`config.mk`:
```
export PLATFORM = sky130hd
export DESIGN_NAME = pic_in_service_ctrl
export DESIGN_NICKNAME = d
export VERILOG_FILES = /design/src/rtl/pic_pkg.sv /design/src/rtl/pic_priority_resolver.sv /design/src/rtl/pic_in_service_ctrl.sv
export SDC_FILE = /design/constraint.sdc
export NUM_CORES = 1
export LEC_CHECK = 0
export ABC_AREA = 1
export ABC_CLOCK_PERIOD_IN_PS = 5600
export BUFFER_PORTS_ARGS = -buffer_cell sky130_fd_sc_hd__buf_2
export CAP_MARGIN = 20
export CORE_AREA = 8 8 81 83
export CTS_BUF_LIST = sky130_fd_sc_hd__clkbuf_4
export DETAILED_ROUTE_END_ITERATION = 7
export DIE_AREA = 0 0 89 91
export PLACE_DENSITY = 0.8
export SLEW_MARGIN = 20
export SYNTH_ARGS = -nofsm -noshare
export SYNTH_HDL_FRONTEND = slang
export SYNTH_HIERARCHICAL = 1
export SYNTH_SLANG_ARGS = --single-unit
```
`constraint.sdc`:
```
create_clock -name clk -period 5.6 [get_ports clk]
set_clock_uncertainty 0.15 [all_clocks]
set_input_delay 1.12 -clock clk [delete_from_list [all_inputs] [get_ports clk]]
set_output_delay 1.12 -clock clk [all_outputs]
set_load 0.05 [all_outputs]
```
`src/rtl/pic_pkg.sv`:
```
// Shared definitions for the interrupt controller: OCW2 command codes (R, SL, EOI)
// and the acknowledge-sequence state encoding.
package pic_pkg;

    localparam logic [2:0] OCW2_ROT_AEOI_CLR = 3'b000;
    localparam logic [2:0] OCW2_NSEOI        = 3'b001;
    localparam logic [2:0] OCW2_NOP          = 3'b010;
    localparam logic [2:0] OCW2_SEOI         = 3'b011;
    localparam logic [2:0] OCW2_ROT_AEOI_SET = 3'b100;
    localparam logic [2:0] OCW2_ROT_NSEOI    = 3'b101;
    localparam logic [2:0] OCW2_SET_PRIO     = 3'b110;
    localparam logic [2:0] OCW2_ROT_SEOI     = 3'b111;

    typedef enum logic {
        ST_IDLE = 1'b0,
        ST_ACK  = 1'b1
    } ack_state_e;

endpackage

```
`src/rtl/pic_priority_resolver.sv`:
```
// Rotating find-first: returns the set bit of vec with the highest priority,
// where priority starts at lowest_prio+1 and descends modulo NUM_IRQ.
module pic_priority_resolver
    import pic_pkg::*;
#(
    parameter int NUM_IRQ = 8,
    localparam int LVL_W  = $clog2(NUM_IRQ)
) (
    input  logic [NUM_IRQ-1:0] vec,
    input  logic [LVL_W-1:0]   lowest_prio,
    output logic               found,
    output logic [LVL_W-1:0]   level
);

    logic [LVL_W:0] idx;

    // Scan from lowest to highest priority so the last hit is the winner.
    always_comb begin
        found = 1'b0;
        level = '0;
        idx   = '0;
        for (int i = NUM_IRQ - 1; i >= 0; i--) begin
            idx = {1'b0, lowest_prio} + (LVL_W + 1)'(i + 1);
            if (idx >= (LVL_W + 1)'(NUM_IRQ)) begin
                idx = idx - (LVL_W + 1)'(NUM_IRQ);
            end
            if (vec[idx[LVL_W-1:0]]) begin
                found = 1'b1;
                level = idx[LVL_W-1:0];
            end
        end
    end

endmodule

```
`src/rtl/pic_in_service_ctrl.sv`:
```
// In-service controller: ISR, rotating priority pointer, two-pulse INTA sequence
// and OCW2 end-of-interrupt / rotation commands.
module pic_in_service_ctrl
    import pic_pkg::*;
#(
    parameter int NUM_IRQ = 8,
    localparam int LVL_W  = $clog2(NUM_IRQ)
) (
    input  logic               clk,
    input  logic               rst_n,
    input  logic [NUM_IRQ-1:0] irq_pending,
    input  logic               aeoi_en,
    input  logic               special_mask_en,
    input  logic               inta_first,
    input  logic               inta_second,
    input  logic               ocw2_valid,
    input  logic [2:0]         ocw2_cmd,
    input  logic [LVL_W-1:0]   ocw2_level,
    output logic [NUM_IRQ-1:0] isr,
    output logic               int_req,
    output logic               vector_valid,
    output logic [LVL_W-1:0]   vector_level,
    output logic [LVL_W-1:0]   lowest_prio
);

    localparam logic [LVL_W-1:0] TOP_LVL = LVL_W'(NUM_IRQ - 1);

    ack_state_e         state_q, state_d;
    logic [NUM_IRQ-1:0] isr_q, isr_d, isr_set, isr_clr, req_vec;
    logic [LVL_W-1:0]   lp_q, lp_d, ack_lvl_q, ack_lvl_d, vec_lvl_q, vec_lvl_d;
    logic               rot_aeoi_q, rot_aeoi_d, spur_q, spur_d;
    logic               int_req_q, int_req_d, vec_vld_q, vec_vld_d;
    logic               req_found, isr_found, eligible, ocw2_lvl_ok;
    logic [LVL_W-1:0]   req_lvl, isr_lvl;

    // Position in the current priority order; 0 is the highest priority.
    function automatic logic [LVL_W:0] prio_rank(input logic [LVL_W-1:0] lvl,
                                                 input logic [LVL_W-1:0] lp);
        if (lvl > lp) begin
            return {1'b0, lvl} - {1'b0, lp} - (LVL_W + 1)'(1);
        end
        return {1'b0, lvl} + (LVL_W + 1)'(NUM_IRQ) - {1'b0, lp} - (LVL_W + 1)'(1);
    endfunction

    // Special mask mode lets any level not already in service through.
    assign req_vec = special_mask_en ? (irq_pending & ~isr_q) : irq_pending;

    pic_priority_resolver #(.NUM_IRQ(NUM_IRQ)) u_req_resolver (
        .vec        (req_vec),
        .lowest_prio(lp_q),
        .found      (req_found),
        .level      (req_lvl)
    );

    pic_priority_resolver #(.NUM_IRQ(NUM_IRQ)) u_isr_resolver (
        .vec        (isr_q),
        .lowest_prio(lp_q),
        .found      (isr_found),
        .level      (isr_lvl)
    );

    assign eligible = req_found &&
                      (special_mask_en || !isr_found ||
                       (prio_rank(req_lvl, lp_q) < prio_rank(isr_lvl, lp_q)));

    assign ocw2_lvl_ok = ({1'b0, ocw2_level} < (LVL_W + 1)'(NUM_IRQ));

    always_comb begin
        state_d    = state_q;
        isr_set    = '0;
        isr_clr    = '0;
        lp_d       = lp_q;
        rot_aeoi_d = rot_aeoi_q;
        ack_lvl_d  = ack_lvl_q;
        spur_d     = spur_q;
        vec_vld_d  = 1'b0;
        vec_lvl_d  = vec_lvl_q;
        int_req_d  = (state_q == ST_IDLE) && !inta_first && eligible;

        case (state_q)
            ST_IDLE: begin
                if (inta_first) begin
                    state_d = ST_ACK;
                    spur_d  = !eligible;
                    if (eligible) begin
                        ack_lvl_d        = req_lvl;
                        isr_set[req_lvl] = 1'b1;
                    end else begin
                        ack_lvl_d = TOP_LVL;
                    end
                end
            end
            ST_ACK: begin
                if (inta_second) begin
                    state_d   = ST_IDLE;
                    vec_vld_d = 1'b1;
                    vec_lvl_d = ack_lvl_q;
                    if (aeoi_en) begin
                        if (!spur_q) begin
                            isr_clr[ack_lvl_q] = 1'b1;
                        end
                        if (rot_aeoi_q) begin
                            lp_d = ack_lvl_q;
                        end
                    end
                end
            end
            default: state_d = ST_IDLE;
        endcase

        // Evaluated after the AEOI path so an OCW2 priority write takes precedence.
        if (ocw2_valid && ocw2_lvl_ok) begin
            case (ocw2_cmd)
                OCW2_NSEOI: begin
                    if (isr_found) isr_clr[isr_lvl] = 1'b1;
                end
                OCW2_SEOI: isr_clr[ocw2_level] = 1'b1;
                OCW2_ROT_NSEOI: begin
                    if (isr_found) begin
                        isr_clr[isr_lvl] = 1'b1;
                        lp_d             = isr_lvl;
                    end
                end
                OCW2_ROT_SEOI: begin
                    isr_clr[ocw2_level] = 1'b1;
                    lp_d                = ocw2_level;
                end
                OCW2_SET_PRIO:     lp_d       = ocw2_level;
                OCW2_ROT_AEOI_SET: rot_aeoi_d = 1'b1;
                OCW2_ROT_AEOI_CLR: rot_aeoi_d = 1'b0;
                default: ;
            endcase
        end

        isr_d = (isr_q & ~isr_clr) | isr_set;
    end

    always_ff @(posedge clk or negedge rst_n) begin
        if (!rst_n) begin
            state_q    <= ST_IDLE;
            isr_q      <= '0;
            lp_q       <= TOP_LVL;
            rot_aeoi_q <= 1'b0;
            ack_lvl_q  <= '0;
            spur_q     <= 1'b0;
            int_req_q  <= 1'b0;
            vec_vld_q  <= 1'b0;
            vec_lvl_q  <= '0;
        end else begin
            state_q    <= state_d;
            isr_q      <= isr_d;
            lp_q       <= lp_d;
            rot_aeoi_q <= rot_aeoi_d;
            ack_lvl_q  <= ack_lvl_d;
            spur_q     <= spur_d;
            int_req_q  <= int_req_d;
            vec_vld_q  <= vec_vld_d;
            vec_lvl_q  <= vec_lvl_d;
        end
    end

    assign isr          = isr_q;
    assign int_req      = int_req_q;
    assign vector_valid = vec_vld_q;
    assign vector_level = vec_lvl_q;
    assign lowest_prio  = lp_q;

endmodule

```
======== Yosys cells after proc, flatten, opt, wreduce, memory -nomap -nowiden ========
Cells that the tools add are included.
word-level totals
  register bits after elaboration ......... 22
  input port bits ......................... 21
  output and inout bits ................... 16
  word-level logic and storage cells ...... 207
operators by class
  $add $sub $neg .......................... 26
  order comparisons ....................... 27
  equality and inequality tests ........... 6
  mux-type cells .......................... 111
  bitwise gates (word level) .............. 8
  reductions and logical operators ........ 20
operator list
  operator               count
  $mux W3                31
  $mux W8                10
  $bmux W1 S3            16
  $lt A3 B4 Y1 const B   12
  $mux W1                42
  $ge A4 B4 Y1 const B   8
  $or A8 B8 Y8           3
  $sub A3 B1 Y3 const B  8
  $add A3 B3 Y4 const B  4
  $and A8 B8 Y8          2
  $mux W4                4
  $not A8 Y8             2
  $pmux W8 S2            1
  $sub A4 B1 Y4 const B  4
  $add A3 B4 Y4 const B  3
  $demux W1 S3           4
  $eq A3 B3 Y1 const B   4
  $ge A3 B1 Y1 const B   4
  $add A3 B2 Y4 const B  2
  $sub A3 B3 Y4          2
  $sub A4 B3 Y4          2
  $logic_and A1 B1 Y1    7
  $gt A3 B3 Y1           2
  $pmux W3 S2            1
  other kinds (12)       20

======== Logic depth before layout (Yosys ltp) ========
Gate-level depths: netlist of run 1.
  depth after elaboration ................. 24
  mapped depth ............................ 29
  gate-level depth less buffers ........... 28

======== Cells and area by module ========
The synthesis of run 1 kept the hierarchy.
by module, submodules not included
  module                 instances  cells each  area each (µm²)  sequential area each (µm²)
  pic_in_service_ctrl    1          247         1,746.7          554.3
  pic_priority_resolver  2          123         666.9            0.0

======== Worst setup path before layout of run 1 ========
No wires, ideal clock.
  path kind ............................... reg2reg
  start point ............................. register lp_q[1], in the netlist lowest_prio[1]
  end point ............................... register spur_q
  library setup time ...................... 127 ps
  arrival ................................. 3,867 ps
  data required time ...................... 5,323 ps
  setup slack ............................. 1,457 ps
  stages on the path, launching flop included .. 27
  path buffers ............................ 1
  clock period less this slack ............ 4,143 ps
  cells stage by stage .................... dfstp_2 -> buf_4 -> inv_2 -> ha_1 -> inv_2 -> nand3_1 -> nand3_2 -> nand2_2 -> nor2_2 -> nand2_1 -> nand3_1 -> nand2_1 -> nand2_1 -> nand2_1 -> a21oi_2 -> inv_1 -> fa_1 -> inv_1 -> ha_1 -> o21ai_1 -> nand2_1 -> nand2_1 -> nand2_1 -> nand2_2 -> nand2_2 -> nand2_2 -> o21ai_0
on the way
  word-level cells in the longest chain between the ends .. 21
  elaborated cells on any way between the ends .. 120
  classes of those cells .................. 26 x add/sub; 11 x order compare; 78 x mux; 5 x reduce/logical
RTL lines
  item                                                   line                                                      source
  start, declared                                        pic_in_service_ctrl.sv:30                                 logic [LVL_W-1:0] lp_q, lp_d, ack_lvl_q, ack_lvl_d, vec_lvl_q, vec_lvl_d;
  start signal, assigned                                 pic_in_service_ctrl.sv:152                                lp_q <= lp_d;
  $add A3 B4 Y4                                          pic_priority_resolver.sv:23                               idx = {1'b0, lowest_prio} + (LVL_W + 1)'(i + 1);
  $ge A4 B4 Y1 / $sub A3 B1 Y3 (equally long branches)   pic_priority_resolver.sv:24, pic_priority_resolver.sv:25
  $mux W3                                                pic_priority_resolver.sv:24                               if (idx >= (LVL_W + 1)'(NUM_IRQ)) begin
  $bmux W1 S3                                            pic_priority_resolver.sv:27                               if (vec[idx[LVL_W-1:0]]) begin
  $mux W1 (implied by the code)                          pic_priority_resolver.sv:27
  $mux W3 (7 in a row)                                   pic_priority_resolver.sv:27
  $mux W3 (*)                                            pic_priority_resolver.sv:27
  named net req_lvl[1]                                   pic_in_service_ctrl.sv:34                                 logic [LVL_W-1:0] req_lvl, isr_lvl;
  $add A3 B4 Y4 / $sub A3 B3 Y4 (equally long branches)  pic_in_service_ctrl.sv:42, pic_in_service_ctrl.sv:40
  $sub A4 B3 Y4 / $sub A4 B1 Y4 (equally long branches)  pic_in_service_ctrl.sv:42, pic_in_service_ctrl.sv:40
  $sub A4 B1 Y4 / $mux W4 (equally long branches)        pic_in_service_ctrl.sv:42, pic_in_service_ctrl.sv:39
  $mux W4 (*)                                            pic_in_service_ctrl.sv:42                                 return {1'b0, lvl} + (LVL_W + 1)'(NUM_IRQ) - {1'b0, lp} - (LVL_W + 1)'(1);
  $lt A4 B4 Y1 (*)                                       pic_in_service_ctrl.sv:64                                 (prio_rank(req_lvl, lp_q) < prio_rank(isr_lvl, lp_q)));
  $logic_or A1 B1 Y1 (*)                                 pic_in_service_ctrl.sv:63                                 (special_mask_en || !isr_found ||
  $logic_and A1 B1 Y1 (*)                                pic_in_service_ctrl.sv:62                                 assign eligible = req_found &&
  $logic_not A1 Y1 (*)                                   pic_in_service_ctrl.sv:84                                 spur_d = !eligible;
  end signal, assigned                                   pic_in_service_ctrl.sv:155                                spur_q <= spur_d;
  end, declared                                          pic_in_service_ctrl.sv:31                                 logic rot_aeoi_q, rot_aeoi_d, spur_q, spur_d;
Mark *: on every way through the listed nets, which the timed path passes. The rest lies on a longest branch. The select of a mux whose other input is x is not followed.
A chain may end at the register's enable or synchronous reset.

======== Final worst setup path of run 1 ========
  start point ............................. register lp_q[0], in the netlist lowest_prio[0]
  end point ............................... register ack_lvl_q[0]
on the way
  word-level cells in the longest chain between the ends .. 21
  elaborated cells on any way between the ends .. 120
  classes of those cells .................. 26 x add/sub; 11 x order compare; 79 x mux; 4 x reduce/logical
RTL lines
  item                                                   line                                                      source
  $add A3 B4 Y4                                          pic_priority_resolver.sv:23
  $ge A4 B4 Y1 / $sub A3 B1 Y3 (equally long branches)   pic_priority_resolver.sv:24, pic_priority_resolver.sv:25
  $mux W3                                                pic_priority_resolver.sv:24
  $bmux W1 S3                                            pic_priority_resolver.sv:27
  $mux W1 (implied by the code)                          pic_priority_resolver.sv:27
  $mux W3 (7 in a row)                                   pic_priority_resolver.sv:27
  $mux W3 (*)                                            pic_priority_resolver.sv:27
  named net req_lvl[1]                                   pic_in_service_ctrl.sv:34
  $add A3 B4 Y4 / $sub A3 B3 Y4 (equally long branches)  pic_in_service_ctrl.sv:42, pic_in_service_ctrl.sv:40
  $sub A4 B3 Y4 / $sub A4 B1 Y4 (equally long branches)  pic_in_service_ctrl.sv:42, pic_in_service_ctrl.sv:40
  $sub A4 B1 Y4 / $mux W4 (equally long branches)        pic_in_service_ctrl.sv:42, pic_in_service_ctrl.sv:39
  $mux W4 (*)                                            pic_in_service_ctrl.sv:42
  $lt A4 B4 Y1 (*)                                       pic_in_service_ctrl.sv:64
  $logic_or A1 B1 Y1 (*)                                 pic_in_service_ctrl.sv:63
  $logic_and A1 B1 Y1 (*)                                pic_in_service_ctrl.sv:62
  $mux W3 (*)                                            pic_in_service_ctrl.sv:85                                 if (eligible) begin
  end signal, assigned                                   pic_in_service_ctrl.sv:154                                ack_lvl_q <= ack_lvl_d;
  end, declared                                          pic_in_service_ctrl.sv:30
Marks and branches as above.

==> out/results.tsv, run 1 <==
metric	value	unit
status	completed	
total grt overflow	0	
1st-pass router iterations	4	
crit path launch type	register	
Hold Path Depth	2	
register area	554.3	sq um
root buffer cell	clkbuf_4	
sequential share of the synthesized area	0.1799	
clk_lat worst skew	0.31	ns
Tot GR Track Use	0.2090	
area delta synth->final	8.083	%
Cell variety after synth	39	
maximum clock rate	0.2177	GHz
R2R depth	25	
cell taking the most area after synthesis	nand2_1	
commonest non-fill, non-tap cell in the layout	nand2_1	
number of global-route vias before repair	3167	
setup slack, reg-to-reg	1.01	ns
global-route wire length before repair	13990	um
Detail Route Antenna Nets	0	
R2R Path End	ack_lvl_q[0]	
worst-path maximum fanout	26	
min-delay src	vector_level[2]	
Row Count	27	
syn nets	531	
worst min path class	reg2reg	
fin crit period	4.593	ns
Die Y	91	um
Clock transition at path regs	0.12	ns
Top cell by count, worst path	nand2_1	
Worst Max-Slew Pin Slew	0.6387	ns
most frequent cells in the layout	159 x nand2_1, 74 x nand3_1, 54 x inv_1, 36 x buf_2	
Setup crit end kind	register	
total die area	8099	sq um
hold buffers post-CTS	0	
Remaining DRCs	0	
port buffer count	36	
RSZ-0062 raised after global routing	false	
post-cts sizing count	0	
die width	89	um
I/O pin cnt	37	
fin. max-slew vios	0	
post-DP HPWL	6908	um
Max Buffers Root-to-Sink	2	
DR iter-0 viols	182	
fraction of layout cells with a size suffix above 1	0.1692	
Final Core Density	0.6238	
CP max stage delay	0.97	ns
Core Box Area	5338	sq um
H-tree depth	1	
CTS tree	built	
area of the multi-input gates	2201	sq um
top-area cell type share of the netlist area	0.1937	
final setup violation count	0	
CP arrival	4.64	ns
Placer Congestion	0.9387	
reg2reg start	lowest_prio[0]	
Crit path required time	5.65	ns
Mapped Area	3080	sq um
Initial Util	0.5771	
Area contributors post-synth	nand2_1 19%, dfrtp_1 15%, nand3_1 12%	
initial antenna violation count	0	
setup TNS	0	ns
Layout fillers	540	
routed len/inst	14.19	um
crit path kind	reg2reg	
Setup Buffers After CTS	0	
Min-Delay Endpoint	vector_level[2]	
pin count of the biggest net entering global routing	27	
Crit path max-delay family	simple AND/OR/NAND/NOR gates	
final WL	8485	um
period utilisation layout	0.8202	
via density per instance	5.721	
Seq cells post-synth	22	
relative max-transition margin	0.5742	
Final Hold Viols	0	
WP buf/inv	4	
diode count	0	
Critical-path top delay cell	dfstp_2	
CTS buffer count	3	
Layout Nets	565	
syn_area_per_cell	6.248	sq um
Max Cap Viol	0	
CTS sink cnt	22	
post-synthesis cell count	493	
Synth Warn #	6	
routed vias	3421	
[metrics by stage]
step           cell area (sq um)  cells  worst slack, ns  hold WS [ns]
2_1_floorplan               3080    493            1.457        0.3297
3_3_place_gp                3277    594            1.145        0.3087
3_5_place_dp                3277    594            1.009        0.3105
4_1_cts                     3329    598            1.043        0.3476
5_1_grt                     3329    598           0.6322        0.3667
6_report                    3329    598            1.007        0.3398
[final cells by class]
class                           instances  area share
Tap cell                               72     0.02706
Sequential cell                        22      0.1665
Timing Repair Buffer                   37     0.05637
Clock buffer                            3    0.006764
Inverter                               61     0.07328
Clock inverter                          1    0.009019
Multi-Input combinational cell        402      0.6610
[layer usage]
layer,routed length (um),share of wire,up-vias,track usage
met1,3683,0.43,1579,0.2655
met3,564,0.066,21,0.01802
li1,-,-,1702,-
met4,191,0.023,0,0.07351
met5,0,0,-,0
met2,4046,0.48,119,0.3550
[worst reg2reg max path, cell delays in order (launching register included)]
cell and delay [ns]:
dfstp_2 0.97, inv_8 0.10, ha_1 0.44, inv_2 0.16
nand3_1 0.14, nand3_2 0.13, nand2_2 0.07, nor2_2 0.12
nand2_1 0.06, nand3_1 0.06, nand2_1 0.05, nand2_1 0.05
nand2_1 0.06, a21oi_2 0.26, inv_1 0.17, fa_1 0.53
inv_1 0.04, ha_1 0.27, o21ai_1 0.08, nand2_1 0.06
nand2_1 0.05, nand2_1 0.05, nand2_2 0.11, nand2_2 0.10
nand2_2 0.10, nand3_1 0.08
[flip-flops by register name, summed over array words and instances (netlist names)]
register / cells
state_q: 1
ack_lvl_q: 3
int_req: 1
spur_q: 1
rot_aeoi_q: 1
vector_valid: 1
vector_level: 3
isr: 8
lowest_prio: 3
[cells in the mapped netlist, drive strengths merged]
cell type	instances
a21oi	20
o21bai	2
a21boi	10
clkbuf	1
xor2	5
o211ai	2
nand4	11
buf	7
ha	15
nor2	23
a31oi	2
fa	2
dfstp	3
o2111ai	1
o22ai	2
nand3	89
inv	60
nand3b	1
clkinv	1
o21ai	25
o221ai	1
nor3	12
xnor2	7
dfrtp	19
mux2	1
nand2	171
[cells by family (layout without fill, tap and decap cells)]
logic type,Yosys count,count (layout),synth area share
XOR/XNOR,12,12,0.04387
flip-flops,22,22,0.1799
multiplexers,1,1,0.003655
buffers and inverters,69,102,0.1056
AO/OA/AOI/OAI,65,65,0.1235
AND/OR/NAND/NOR,307,307,0.4695
adder cells (fa/ha/maj),17,17,0.07392
[worst max-delay path by stage]
stage | start | end | slack, ns | cells after the start
floorplan | lowest_prio[1] | spur_q | 1.46 | 26
global placement | special_mask_en | spur_q | 1.14 | 26
detailed placement | special_mask_en | ack_lvl_q[0] | 1.01 | 26
CTS | lowest_prio[0] | ack_lvl_q[0] | 1.04 | 25
global route | lowest_prio[0] | spur_q | 0.63 | 25
finish | lowest_prio[0] | ack_lvl_q[0] | 1.01 | 25
Power of run 1 is left out: the tool's default activity adds up to more than one toggle a clock period on the data nets, which glitch-free logic cannot reach.
==> inputs of run 2 (changes only) <==
- ABC_CLOCK_PERIOD_IN_PS: 5600 -> 3950
- CORE_AREA: 8 8 81 83 -> 8 8 84 86
- DIE_AREA: 0 0 89 91 -> 0 0 92 94
- PLACE_DENSITY: 0.8 -> 0.78
- clock period: 5.6 -> 3.95 ns (I/O delays scaled with it)
==> out/results.tsv, run 2 (synthesis gave the netlist of run 1 again) <==
metric	value	unit	change
reg2reg start	lowest_prio[1]		was lowest_prio[0]
commonest non-fill, non-tap cell in the layout	nand2_1		unchanged
crit path kind	reg2reg		unchanged
Core Box Area	5746	sq um	was 5338 sq um
RSZ-0062 raised after global routing	true		was false
Setup crit end kind	register		unchanged
setup slack, reg-to-reg	0.08	ns	was 1.01 ns
maximum clock rate	0.2586	GHz	was 0.2177 GHz
CP arrival	3.92	ns	was 4.64 ns
R2R Path End	ack_lvl_q[2]		was ack_lvl_q[0]
status	completed		unchanged
post-DP HPWL	7452	um	was 6908 um
root buffer cell	clkbuf_4		unchanged
fraction of layout cells with a size suffix above 1	0.3403		was 0.1692
Layout fillers	442		was 540
Clock transition at path regs	0.12	ns	about the same
final WL	10320	um	was 8485 um
Final Hold Viols	0		unchanged
routed vias	3784		was 3,421
Crit path required time	4.01	ns	was 5.65 ns
port buffer count	36		unchanged
area delta synth->final	35.54	%	was 8.083%
DR iter-0 viols	260		was 182
fin crit period	3.867	ns	was 4.593 ns
Worst Max-Slew Pin Slew	0.4845	ns	was 0.6387 ns
placed cell count	625		was 594
CP Launch Point	lowest_prio[1]		was lowest_prio[0]
Layout Nets	612		was 565
Placer Congestion	0.9679		was 0.9387
clk_lat worst skew	0.31	ns	about the same
CTS tree	built		unchanged
routed len/inst	15.93	um	was 14.19 um
worst min path class	in2async		was reg2reg
R2R depth	23		was 25
Die Y	94	um	was 91 um
Detail Route Antenna Nets	0		unchanged
setup TNS	0	ns	unchanged
initial antenna violation count	0		unchanged
Tot GR Track Use	0.2102		was 0.2090
Max Cap Viol	0		unchanged
Row Count	28		was 27
final setup violation count	0		unchanged
most frequent cells in the layout	146 x nand2_1, 53 x nand3_1, 49 x inv_1, 42 x buf_4, 36 x buf_2		was 159 x nand2_1, 74 x nand3_1, 54 x inv_1, 36 x buf_2
Largest register FFs	8		unchanged
CTS buffer count	3		unchanged
global-route wire length before repair	15370	um	was 13,990 um
period utilisation layout	0.9791		was 0.8202
Initial Util	0.5361		was 0.5771
fin. max-slew vios	0		unchanged
post-route insts no fill	648		was 598
relative max-transition margin	0.6770		was 0.5742
H-tree depth	1		unchanged
diode count	0		unchanged
pin count of the biggest net entering global routing	23		was 27
number of global-route vias before repair	3432		was 3,167
Hold Worst Slack	0.2725	ns	was 0.3398 ns
crit path launch type	register		unchanged
Max Buffers Root-to-Sink	2		unchanged
I/O pin cnt	37		unchanged
CTS sink cnt	22		unchanged
Remaining DRCs	0		unchanged
total grt overflow	0		unchanged
via density per instance	5.840		was 5.721
total die area	8648	sq um	was 8099 sq um
die width	92	um	was 89 um
worst-path maximum fanout	7		was 26
1st-pass router iterations	5		was 4
==> run 2: changes by cell type in the layout (fill, tap and decap cells not counted), sizes merged <==
cell / previous run / this run
buf: 37 / 84
bufinv: 1 / 0
clkinv: 1 / 2
==> run 2: through the flow <==
step,cell area [sq um],worst slack [ns],util
3_3_place_gp,3526,-0.03817,0.6137
6_report,4175,0.08274,0.7267
4_1_cts,3562,0.002363,0.6200
2_1_floorplan,3107,0.0005214,-
5_1_grt,4175,-0.09126,0.7267
3_5_place_dp,3526,-0.1049,0.6137
==> run 2: worst max path at each step <==
stage / slack, ns / end / depth (start not counted)
floorplan: 0.0005 / spur_q / 26
global placement: -0.04 / spur_q / 27
detailed placement: -0.10 / spur_q / 27
CTS: 0.002 / spur_q / 24
global route: -0.09 / ack_lvl_q[0] / 26
finish: 0.08 / ack_lvl_q[2] / 23
==> run 2: layout make-up <==
cell class              count  area (sq um)  area share
multi-input cells         402          2646      0.6338
repair buffers             84         580.6      0.1390
flip-flops and latches     22         561.8      0.1346
inverters                  61         266.5     0.06383
well taps                  75         93.84     0.02248
clock buffers               3         22.52    0.005394
clock inverters             1         3.754   0.0008990
==> run 2: layer usage <==
| layer | vias up | global-route usage | wire (um) |
|---|---|---|---|
| met4 | 0 | 0.04832 | 307 |
| met3 | 34 | 0.02238 | 757 |
| li1 | 1804 | - | - |
| met1 | 1760 | 0.2669 | 4192 |
| met2 | 186 | 0.3719 | 5063 |
| met5 | - | 0 | 0 |
==> run 2: worst max-delay path, cell delays in order, from the launching register on <==
cell and delay, ns:
dfstp_4 0.74, inv_4 0.06, ha_4 0.35, nand3_1 0.14, nand3_2 0.14, nand2_4 0.07, a21oi_1 0.11, nand3_1 0.08
nand2_1 0.06, nand2_1 0.05, nand2_1 0.09, a21oi_2 0.08, buf_4 0.14, ha_1 0.17, nor2_1 0.19, nand2_1 0.11
o221ai_2 0.16, ha_1 0.29, a21oi_2 0.16, nand2_2 0.09, nand2_4 0.09, nand2_4 0.08, nand2_4 0.10, nand2_1 0.06
==> run 2: what timing repair did <==
item	in CTS	in global routing
buffers inserted	1	18
pin swaps	0	28
resized for setup	1	108
hold buffers	0	0
gates cloned	0	0
endpoints found under the setup margin	5	13
Power of run 2 is left out for the same reason.
